**src/rtl/shot_pkg.sv**
```systemverilog
// Shared definitions for the shot-clock controller: FSM state encoding and
// the parameter-legality floors applied by the top level.
package shot_pkg;

    typedef enum logic [1:0] {
        IDLE    = 2'd0,
        RUN     = 2'd1,
        PAUSE   = 2'd2,
        EXPIRED = 2'd3
    } state_e;

    localparam int unsigned MIN_TICK_DIV   = 1;
    localparam int unsigned MIN_BUZZ_TICKS = 1;
    localparam int unsigned MIN_RELOAD_VAL = 1;

    function automatic int unsigned at_least(input int unsigned v, input int unsigned lo);
        return (v < lo) ? lo : v;
    endfunction

endpackage

```
**src/rtl/shot_tick_gen.sv**
```systemverilog
// Prescaler: counts 0..TICK_DIV-1 while enabled and raises tick_o on the
// terminal count. clr_i takes priority over en_i.
module shot_tick_gen #(
    parameter int unsigned TICK_DIV = 100
) (
    input  logic clk,
    input  logic rst,
    input  logic en_i,
    input  logic clr_i,
    output logic tick_o
);

    localparam int unsigned PW = (TICK_DIV > 1) ? $clog2(TICK_DIV) : 1;
    localparam logic [PW-1:0] LAST = PW'(TICK_DIV - 1);

    logic [PW-1:0] cnt_q, cnt_d;

    assign tick_o = en_i && !clr_i && (cnt_q == LAST);

    always_comb begin
        cnt_d = cnt_q;
        if (clr_i)
            cnt_d = '0;
        else if (en_i)
            cnt_d = tick_o ? '0 : cnt_q + PW'(1);
    end

    always_ff @(posedge clk) begin
        if (rst)
            cnt_q <= '0;
        else
            cnt_q <= cnt_d;
    end

endmodule

```
**src/rtl/shot_clock_ctrl.sv**
```systemverilog
// Shot-clock controller: reloadable countdown with run/pause, expiry pulse
// and timed buzzer. Optional warn output enabled by defining SHOT_WARN_EN.
module shot_clock_ctrl
    import shot_pkg::*;
#(
    parameter int unsigned CNT_W      = 5,
    parameter int unsigned FULL_VAL   = 24,
    parameter int unsigned SHORT_VAL  = 14,
    parameter int unsigned TICK_DIV   = 100,
    parameter int unsigned BUZZ_TICKS = 3,
    parameter int unsigned WARN_VAL   = 5
) (
    input  logic             clk,
    input  logic             rst,
    input  logic             start,
    input  logic             pause,
    input  logic             reload_full,
    input  logic             reload_short,
    output logic [CNT_W-1:0] count,
    output logic             running,
    output logic             shoot,
`ifdef SHOT_WARN_EN
    output logic             warn,
`endif
    output logic             buzz
);

    localparam int unsigned TDIV     = at_least(TICK_DIV, MIN_TICK_DIV);
    localparam int unsigned BUZZ_CYC = at_least(BUZZ_TICKS, MIN_BUZZ_TICKS) * TDIV;
    localparam int unsigned BT_W     = $clog2(BUZZ_CYC + 1);
    localparam logic [CNT_W-1:0] FULL_C  = CNT_W'(at_least(FULL_VAL, MIN_RELOAD_VAL));
    localparam logic [CNT_W-1:0] SHORT_C = CNT_W'(at_least(SHORT_VAL, MIN_RELOAD_VAL));

    state_e           state_q, state_d;
    logic [CNT_W-1:0] count_q, count_d;
    logic [BT_W-1:0]  btmr_q, btmr_d;
    logic             running_q, shoot_q, buzz_q;
    logic             reload, expire, tick, tick_en, tick_clr;

    assign reload = reload_full || reload_short;

    // Enable/clear are decoded apart from the FSM so tick never feeds back into them.
    assign tick_en  = (state_q == RUN) && !pause && !reload;
    assign tick_clr = reload || ((state_q == IDLE) && start && !pause);

    shot_tick_gen #(
        .TICK_DIV(TDIV)
    ) u_tick (
        .clk    (clk),
        .rst    (rst),
        .en_i   (tick_en),
        .clr_i  (tick_clr),
        .tick_o (tick)
    );

    always_comb begin
        state_d = state_q;
        count_d = count_q;
        expire  = 1'b0;
        if (reload) begin
            count_d = reload_full ? FULL_C : SHORT_C;
            if (state_q == EXPIRED)
                state_d = IDLE;
        end else begin
            unique case (state_q)
                IDLE:  if (!pause && start) state_d = RUN;
                RUN: begin
                    if (pause) begin
                        state_d = PAUSE;
                    end else if (tick) begin
                        if (count_q > CNT_W'(1)) begin
                            count_d = count_q - CNT_W'(1);
                        end else begin
                            count_d = '0;
                            state_d = EXPIRED;
                            expire  = 1'b1;
                        end
                    end
                end
                PAUSE: if (!pause && start) state_d = RUN;
                EXPIRED: ;
                default: state_d = IDLE;
            endcase
        end
    end

    // Buzzer runs its full length once started; only rst cuts it short.
    always_comb begin
        btmr_d = btmr_q;
        if (expire)
            btmr_d = BT_W'(BUZZ_CYC);
        else if (btmr_q != '0)
            btmr_d = btmr_q - BT_W'(1);
    end

    always_ff @(posedge clk) begin
        if (rst) begin
            state_q   <= IDLE;
            count_q   <= FULL_C;
            btmr_q    <= '0;
            running_q <= 1'b0;
            shoot_q   <= 1'b0;
            buzz_q    <= 1'b0;
        end else begin
            state_q   <= state_d;
            count_q   <= count_d;
            btmr_q    <= btmr_d;
            running_q <= (state_d == RUN);
            shoot_q   <= expire;
            buzz_q    <= (btmr_d != '0);
        end
    end

    assign count   = count_q;
    assign running = running_q;
    assign shoot   = shoot_q;
    assign buzz    = buzz_q;

`ifdef SHOT_WARN_EN
    logic warn_q;

    always_ff @(posedge clk) begin
        if (rst)
            warn_q <= 1'b0;
        else
            warn_q <= ((state_d == RUN) || (state_d == PAUSE)) &&
                      (count_d != '0) && (count_d <= CNT_W'(WARN_VAL));
    end

    assign warn = warn_q;
`endif

endmodule
```
**config.mk**
```make
export PLATFORM = sky130hd
export DESIGN_NAME = shot_clock_ctrl
export DESIGN_NICKNAME = d
export VERILOG_FILES = /design/src/rtl/shot_pkg.sv /design/src/rtl/shot_tick_gen.sv /design/src/rtl/shot_clock_ctrl.sv
export SDC_FILE = /design/constraint.sdc
export NUM_CORES = 1
export LEC_CHECK = 0
export ABC_AREA = 1
export CAP_MARGIN = 20
export CORE_UTILIZATION = 50
export CTS_CLUSTER_SIZE = 20
export DETAILED_ROUTE_END_ITERATION = 16
export DONT_BUFFER_PORTS = 1
export REMOVE_ABC_BUFFERS = 1
export SLEW_MARGIN = 30
export SYNTH_ARGS = -nofsm -noshare
export SYNTH_HDL_FRONTEND = slang
export SYNTH_SLANG_ARGS = --single-unit
```
**constraint.sdc**
```tcl
create_clock -name clk -period 3.68 [get_ports clk]
set_input_delay 1.104 -clock clk [delete_from_list [all_inputs] [get_ports clk]]
set_output_delay 1.104 -clock clk [all_outputs]
set_load 0.005 [all_outputs]
```
# ---- Yosys cells after proc, flatten, opt, wreduce, memory -nomap -nowiden
# Index checks and enable logic that the tools add are counted.
dict set report totals {
  regBits 26
  input_bits 6
}
dict set report classes {
  n_eq_ne 6
  order_cmp 1
  n_mux 21
  n_addsub 3
  n_reduce_logical 20
}
# cell count
set op_table {}
lappend op_table {{two-way mux 5 bit} 6}
lappend op_table {{two-way mux 9 bit} 2}
lappend op_table {{nonzero test 9 bit} 2}
lappend op_table {{two-way mux 2 bit} 6}
lappend op_table {{subtractor 9 x 1 -> 9 bit, second input constant} 1}
lappend op_table {{adder 7 x 1 -> 7 bit, second input constant} 1}
lappend op_table {{equality test 7 bit, second input constant} 1}
lappend op_table {{logical AND 1 bit} 7}
lappend op_table {{two-way mux 7 bit} 1}
lappend op_table {{greater-than comparator 5 x 1 -> 1 bit, second input constant} 1}
lappend op_table {{two-way mux 1 bit} 5}
lappend op_table {{subtractor 5 x 1 -> 5 bit, second input constant} 1}
lappend op_table {{equality test 2 x 1 -> 1 bit, second input constant} 2}
lappend op_table {{equality test 2 bit, second input constant} 2}
lappend op_table {{case mux 2 bit (2 select lines)} 1}
lappend op_table {{nonzero test 2 bit} 2}
lappend op_table {{OR reduction 2 bit} 2}
lappend op_table {{zero test 1 bit} 3}
lappend op_table {{AND reduction 3 bit} 1}
lappend op_table {{zero test 2 bit} 1}
lappend op_table {{logical OR 1 bit} 2}
lappend op_table {{!= test 2 x 1 -> 1 bit, second input constant} 1}

# ---- Longest topological paths before layout
dict set report depth {
  ltp_word 13
  mapped_depth 11
}

# ---- By module
# From an unflattened synthesis, not the netlist that was laid out.
dict set report unflattened {
  hier_cells 228
  hier_area_um2 1487.7
}
# mod cells_per_inst area_each_um2 n_inst seq_area_each_um2
set by_module_without_submodules {}
lappend by_module_without_submodules {shot_clock_ctrl 165 1093.5 1 380.4}
lappend by_module_without_submodules {shot_tick_gen 63 394.1 1 140.1}

# ---- Least setup slack after synthesis
# OpenSTA, ideal clock, no wires.
dict set report synth_timing {
  path_kind {input to register}
  from {input pause}
  to {register buzz_q, in the netlist buzz}
  path_stages 8
  arrival_time_ns 1.876
  setup_time_ns 0.128
  path_buffers 0
  required_time_ns 3.552
  slack_ns 1.676
  path_cell_list {nor2_2 nand3_4 nor2_8 nand2_4 nand3_1 nand2_1 nor2_1 a21oi_1}
}
dict set report synth_between {
  elab_chain_cells 12
  elab_cells_between_ends 14
}
# item line
set synth_lines {}
lappend synth_lines {{from (decl)} shot_clock_ctrl.sv:16} ;# input logic pause,
lappend synth_lines {{zero test 1 bit} {shot_clock_ctrl.sv:43, shot_clock_ctrl.sv:44}}
lappend synth_lines {{logical AND 1 bit} shot_clock_ctrl.sv:44} ;# assign tick_clr = reload || ((state_q == IDLE) && start && !pause);
lappend synth_lines {{logical OR 1 bit} shot_clock_ctrl.sv:44}
lappend synth_lines {{zero test 1 bit} shot_tick_gen.sv:18} ;# assign tick_o = en_i && !clr_i && (cnt_q == LAST);
lappend synth_lines {{logical AND 1 bit (2 in a row)} shot_tick_gen.sv:18}
lappend synth_lines {{two-way mux 1 bit} shot_clock_ctrl.sv:70} ;# end else if (tick) begin
lappend synth_lines {{two-way mux 1 bit (*)} shot_clock_ctrl.sv:68} ;# if (pause) begin
lappend synth_lines {{two-way mux 1 bit (*)} shot_clock_ctrl.sv:65} ;# unique case (state_q)
lappend synth_lines {{two-way mux 1 bit (*)} shot_clock_ctrl.sv:60} ;# if (reload) begin
lappend synth_lines {{two-way mux 9 bit (*)} shot_clock_ctrl.sv:90} ;# if (expire)
lappend synth_lines {{nonzero test 9 bit (*)} shot_clock_ctrl.sv:110} ;# buzz_q <= (btmr_d != '0);
lappend synth_lines {{to (signal assigned)} shot_clock_ctrl.sv:110}
lappend synth_lines {{to (decl)} shot_clock_ctrl.sv:37} ;# logic running_q, shoot_q, buzz_q;
# Every way passes the cells marked *; elsewhere a longest branch is shown, timed or not.
# A chain may end at the register's enable or synchronous reset.

# ---- Worst setup path in the final report
dict set report layout_timing {
  from {register count_q[3], in the netlist count[3]}
  to {output count[3]}
}
# item line
set layout_rtl {}
lappend layout_rtl {{from (decl)} shot_clock_ctrl.sv:35} ;# logic [CNT_W-1:0] count_q, count_d;
lappend layout_rtl {{from (signal assigned)} shot_clock_ctrl.sv:106} ;# count_q <= count_d;
lappend layout_rtl {{to (decl)} shot_clock_ctrl.sv:19} ;# output logic [CNT_W-1:0] count,
# No word-level cell between the ends.

==> PnR_summary.wiki <==
{| class="wikitable"
! Metric !! Value
|-
| Maximum fanout along the worst path || 5
|-
| Setup repair after global routing missed its margin || no
|-
| Most frequent cells in the layout || 49 x sky130_fd_sc_hd__nand2_1, 34 x sky130_fd_sc_hd__nor2_1, 26 x sky130_fd_sc_hd__dfxtp_1
|-
| DIE AREA || between 0.003 and 0.004 sq mm
|-
| Vertical die dimension || approximately 57 um
|-
| Global-route wire length before repair || about 4.8 mm
|-
| Maximum number of pins on one net before global-route repair || 14
|-
| Clk root buf || sky130_fd_sc_hd__clkbuf_4
|-
| Internal power contribution || 495 uW
|-
| Share of total power in sequential cells || 0.415
|-
| Share of synthesized cell area in and, or, nand and nor gates || 0.419
|-
| Largest family of logic cells by synthesized area || simple AND/OR/NAND/NOR gates
|-
| Worst min-delay path class || reg2reg
|-
| Antenna diode instance count || 0
|-
| Total power after layout || 843 uW
|-
| Number of synthesized register bits || 26
|-
| Net switching component of the power || between 300 and 400 uW
|-
| CP Capture Type || primary output
|-
| FF-to-FF End || buzz$_SDFF_PP0_
|-
| F_max || 525 MHz
|-
| Arrival time reported for the critical path endpoint || around 0.80 ns
|-
| Power density over cell area || approximately 540 mW/mm^2
|-
| Final design area excluding fillers || between 0.0015 and 0.002 sq mm
|-
| Vias || around 1300
|-
| Max-cap violation count || 0
|-
| Placer Congestion || 0.889
|-
| Number of setup buffers added after CTS || 0
|-
| Placed Instance Area || around 0.0015 sq mm
|-
| Post-route core utilization || 0.552
|-
| Global routing usage summed across all routing layers || 0.187
|-
| Total of hold buffers inserted after clock tree synthesis || 0
|-
| Number of iterations in the first detailed-routing pass || 4
|-
| FILL cells || 273
|-
| Total of endpoints with negative setup slack in the final report || 0
|-
| Result of the run || finished clean
|-
| Remaining antenna violation count after routing || 0
|-
| DP HPWL || ~2.2 mm
|-
| Count of mapped cells out of synthesis || approximately 210
|-
| Final TNS setup || 0 ns
|-
| Clock sink count || 26
|-
| Number of buffers between clock root and the deepest sink || 2
|-
| Critical Path Sink || count[3]
|-
| Worst Min Path Start || u_tick.cnt_q[6]$_SDFFE_PP0P_
|-
| Compound-cell area share of the yosys netlist || 0.0928
|-
| Slew at the pin closest to its max-slew limit || between 0.2 and 0.3 ns
|-
| Share of final-layout standard cells stronger than drive strength 1 || 0.120
|-
| Number of global-route vias before repair || ~1100
|-
| Final hold violation count || 0
|-
| Critical path class || reg2out
|-
| Most common cell after layout, fill and taps aside || sky130_fd_sc_hd__nand2_1
|-
| Clock transition at the registers of the reported paths || 0.14 ns
|-
| Leakage dissipation || a little over 0.7 nW
|-
| DRC || 0
|-
| Maximum ir drop on the vdd rail || ~0.22 mV
|-
| Avg Vias per Cell || ~5.1
|-
| Resized cells post-CTS || 0
|-
| # port buffers || 0
|-
| Fraction of the yosys area taken by sequential cells || 0.348
|-
| Mux share of post-synthesis cell area || 0
|-
| Row Count || 19
|-
| Area added between synthesis and finish || 3.51%
|-
| Number of pins with negative max-slew slack in the final report || 0
|-
| Warnings, synthesis || 0
|-
| Number of antenna violations at the first check in global routing || 0
|-
| Launch point of the critical path || count[3]$_SDFFE_PP1P_
|-
| Routed length per placed instance || about 11 um
|-
| Startpoint class of the critical path || flop
|-
| Number of stages on the worst hold path || 2
|-
| Switching Share || 0.413
|-
| Final global-route overflow total || 0
|-
| Starting utilization of the core area || 0.533
|-
| Number of levels the H-tree was split into || 1
|-
| Clk pwr share || 0.143
|-
| DRC marker count from the first detailed-route iteration || 28
|-
| Layout Nets || ~230
|-
| Max transition margin || 0.805
|-
| Average cell area after synthesis || between 6 and 7 sq um
|-
| Clk_skew || 0.00499 ns
|-
| Critical path depth in cells || 0
|-
| Top Ports || 14
|-
| Number of clock buffers inserted by TritonCTS || 3
|-
| Area of the placeable core || roughly 0.0028 sq mm
|-
| Post-route clock period utilization || 0.517
|-
| Share of power burned in combinational logic || 0.443
|-
| Clk Latency, worst-skew pair || 0.31 ns
|-
| Required time worst endpoint || roughly 2.6 ns
|-
| Register-to-register setup slack || between 1.5 and 2 ns
|-
| R2R Path Start || btmr_q[0]$_SDFF_PP0_
|-
| Final min period || roughly 1.9 ns
|-
| CTS tree || built
|-
| Area of the mapped netlist || between 0.001 and 0.0015 sq mm
|-
| Routed wire length || roughly 2.8 mm
|-
| Die outline width || around 57 um
|-
| Unique masters post-synth || 31
|-
| FF-to-FF path depth || 11
|-
| Post-synthesis xor/xnor area fraction || 0.0293
|-
| Synthesized-area fraction occupied by adder cells || 0.0334
|}
==> worst reg2reg max path, delay by kind of cell (launching register included) <==
| family | cells | cell delay [ns] |
|---|---|---|
| and+or+nand+nor | 7 | 0.77 |
| DFF | 1 | 0.35 |
| adders and majority gates | 1 | 0.30 |
| buffers and inverters | 2 | 0.18 |
| AOI/OAI and AO/OA | 1 | 0.07 |
==> power by group through the flow <==
stage / clock network, mW / logic [mW] / registers [mW]
3_5_place_dp: 0 / 0.371 / 0.357
5_1_grt: 0.139 / 0.426 / 0.356
6_report: 0.120 / 0.373 / 0.350
3_3_place_gp: 0 / 0.368 / 0.356
4_1_cts: 0.127 / 0.373 / 0.350
2_1_floorplan: 0 / 0.316 / 0.349
==> through the flow <==
step	hold slack (ns)	setup slack (ns)	cells
floorplan	0.454	1.69	213
global placement	0.471	1.62	244
detailed placement	0.474	1.61	244
CTS	0.493	1.76	247
global route	0.517	1.72	247
finish	0.485	1.78	247
==> final cells by class <==
type / count / area (sq um) / share of cell area
clock buffers: 3 / 22.5 / 0.0145
inverters: 28 / 108 / 0.0695
multi-input cells: 159 / 860 / 0.555
flip-flops and latches: 26 / 520 / 0.336
well taps: 31 / 38.8 / 0.0250
==> logic make-up (layout without fill, tap and decap cells) <==
kind of cell / Yosys count / count (layout)
AO/OA/AOI/OAI: 25 / 25
flip-flops: 26 / 26
adder cells (fa/ha/maj): 4 / 4
AND/OR/NAND/NOR: 125 / 125
buffers and inverters: 29 / 31
XOR/XNOR: 5 / 5
==> worst min path at each step <==
stage                              endpoint  slack, ns
2_1_floorplan  u_tick.cnt_q[6]$_SDFFE_PP0P_       0.45
3_3_place_gp   u_tick.cnt_q[6]$_SDFFE_PP0P_       0.47
3_5_place_dp   u_tick.cnt_q[6]$_SDFFE_PP0P_       0.47
4_1_cts        u_tick.cnt_q[6]$_SDFFE_PP0P_       0.49
5_1_grt        u_tick.cnt_q[6]$_SDFFE_PP0P_       0.52
6_report       u_tick.cnt_q[6]$_SDFFE_PP0P_       0.49
==> metal layers <==
metal,part of all wire,GRT usage
met5,0,0
met4,0.0065,0.0714
met3,0.036,0.0253
met2,0.46,0.296
met1,0.50,0.256
==> cells in the mapped netlist <==
master | instances | share of area
sky130_fd_sc_hd__xor2_1 | 4 | 0.023
sky130_fd_sc_hd__a21oi_2 | 1 | 0.0059
sky130_fd_sc_hd__dlygate4sd1_1 | 1 | 0.0059
sky130_fd_sc_hd__clkinv_1 | 2 | 0.0050
sky130_fd_sc_hd__dfxtp_1 | 26 | 0.35
sky130_fd_sc_hd__o31ai_1 | 1 | 0.0050
sky130_fd_sc_hd__nand2_1 | 49 | 0.12
sky130_fd_sc_hd__nor2_1 | 34 | 0.085
sky130_fd_sc_hd__o21bai_1 | 1 | 0.0050
sky130_fd_sc_hd__a211oi_1 | 1 | 0.0050
sky130_fd_sc_hd__nor2_2 | 7 | 0.029
sky130_fd_sc_hd__inv_4 | 1 | 0.0042
sky130_fd_sc_hd__nand2_4 | 1 | 0.0075
sky130_fd_sc_hd__ha_1 | 4 | 0.033
sky130_fd_sc_hd__nand3_2 | 2 | 0.013
sky130_fd_sc_hd__nor3_1 | 2 | 0.0067
sky130_fd_sc_hd__nand2_2 | 3 | 0.013
sky130_fd_sc_hd__o21ai_0 | 3 | 0.010
sky130_fd_sc_hd__nand4_2 | 1 | 0.0084
sky130_fd_sc_hd__nand3_4 | 2 | 0.023
sky130_fd_sc_hd__nand3_1 | 14 | 0.047
sky130_fd_sc_hd__nor3b_1 | 2 | 0.010
sky130_fd_sc_hd__nand3b_1 | 1 | 0.0050
sky130_fd_sc_hd__nor2_8 | 2 | 0.027
sky130_fd_sc_hd__inv_2 | 3 | 0.0075
sky130_fd_sc_hd__o21ai_1 | 2 | 0.0067
sky130_fd_sc_hd__inv_1 | 22 | 0.055
sky130_fd_sc_hd__nand4_1 | 5 | 0.021
sky130_fd_sc_hd__xnor2_1 | 1 | 0.0059
sky130_fd_sc_hd__o21a_1 | 1 | 0.0050
sky130_fd_sc_hd__a21oi_1 | 15 | 0.050
==> state kept, by name (all words and copies together), names as in the netlist <==
register and flops:
running 1, state_q 2, shoot 1, btmr_q 9, buzz 1, count 5, u_tick.cnt_q 7
Power figures use the tool's default switching activity.
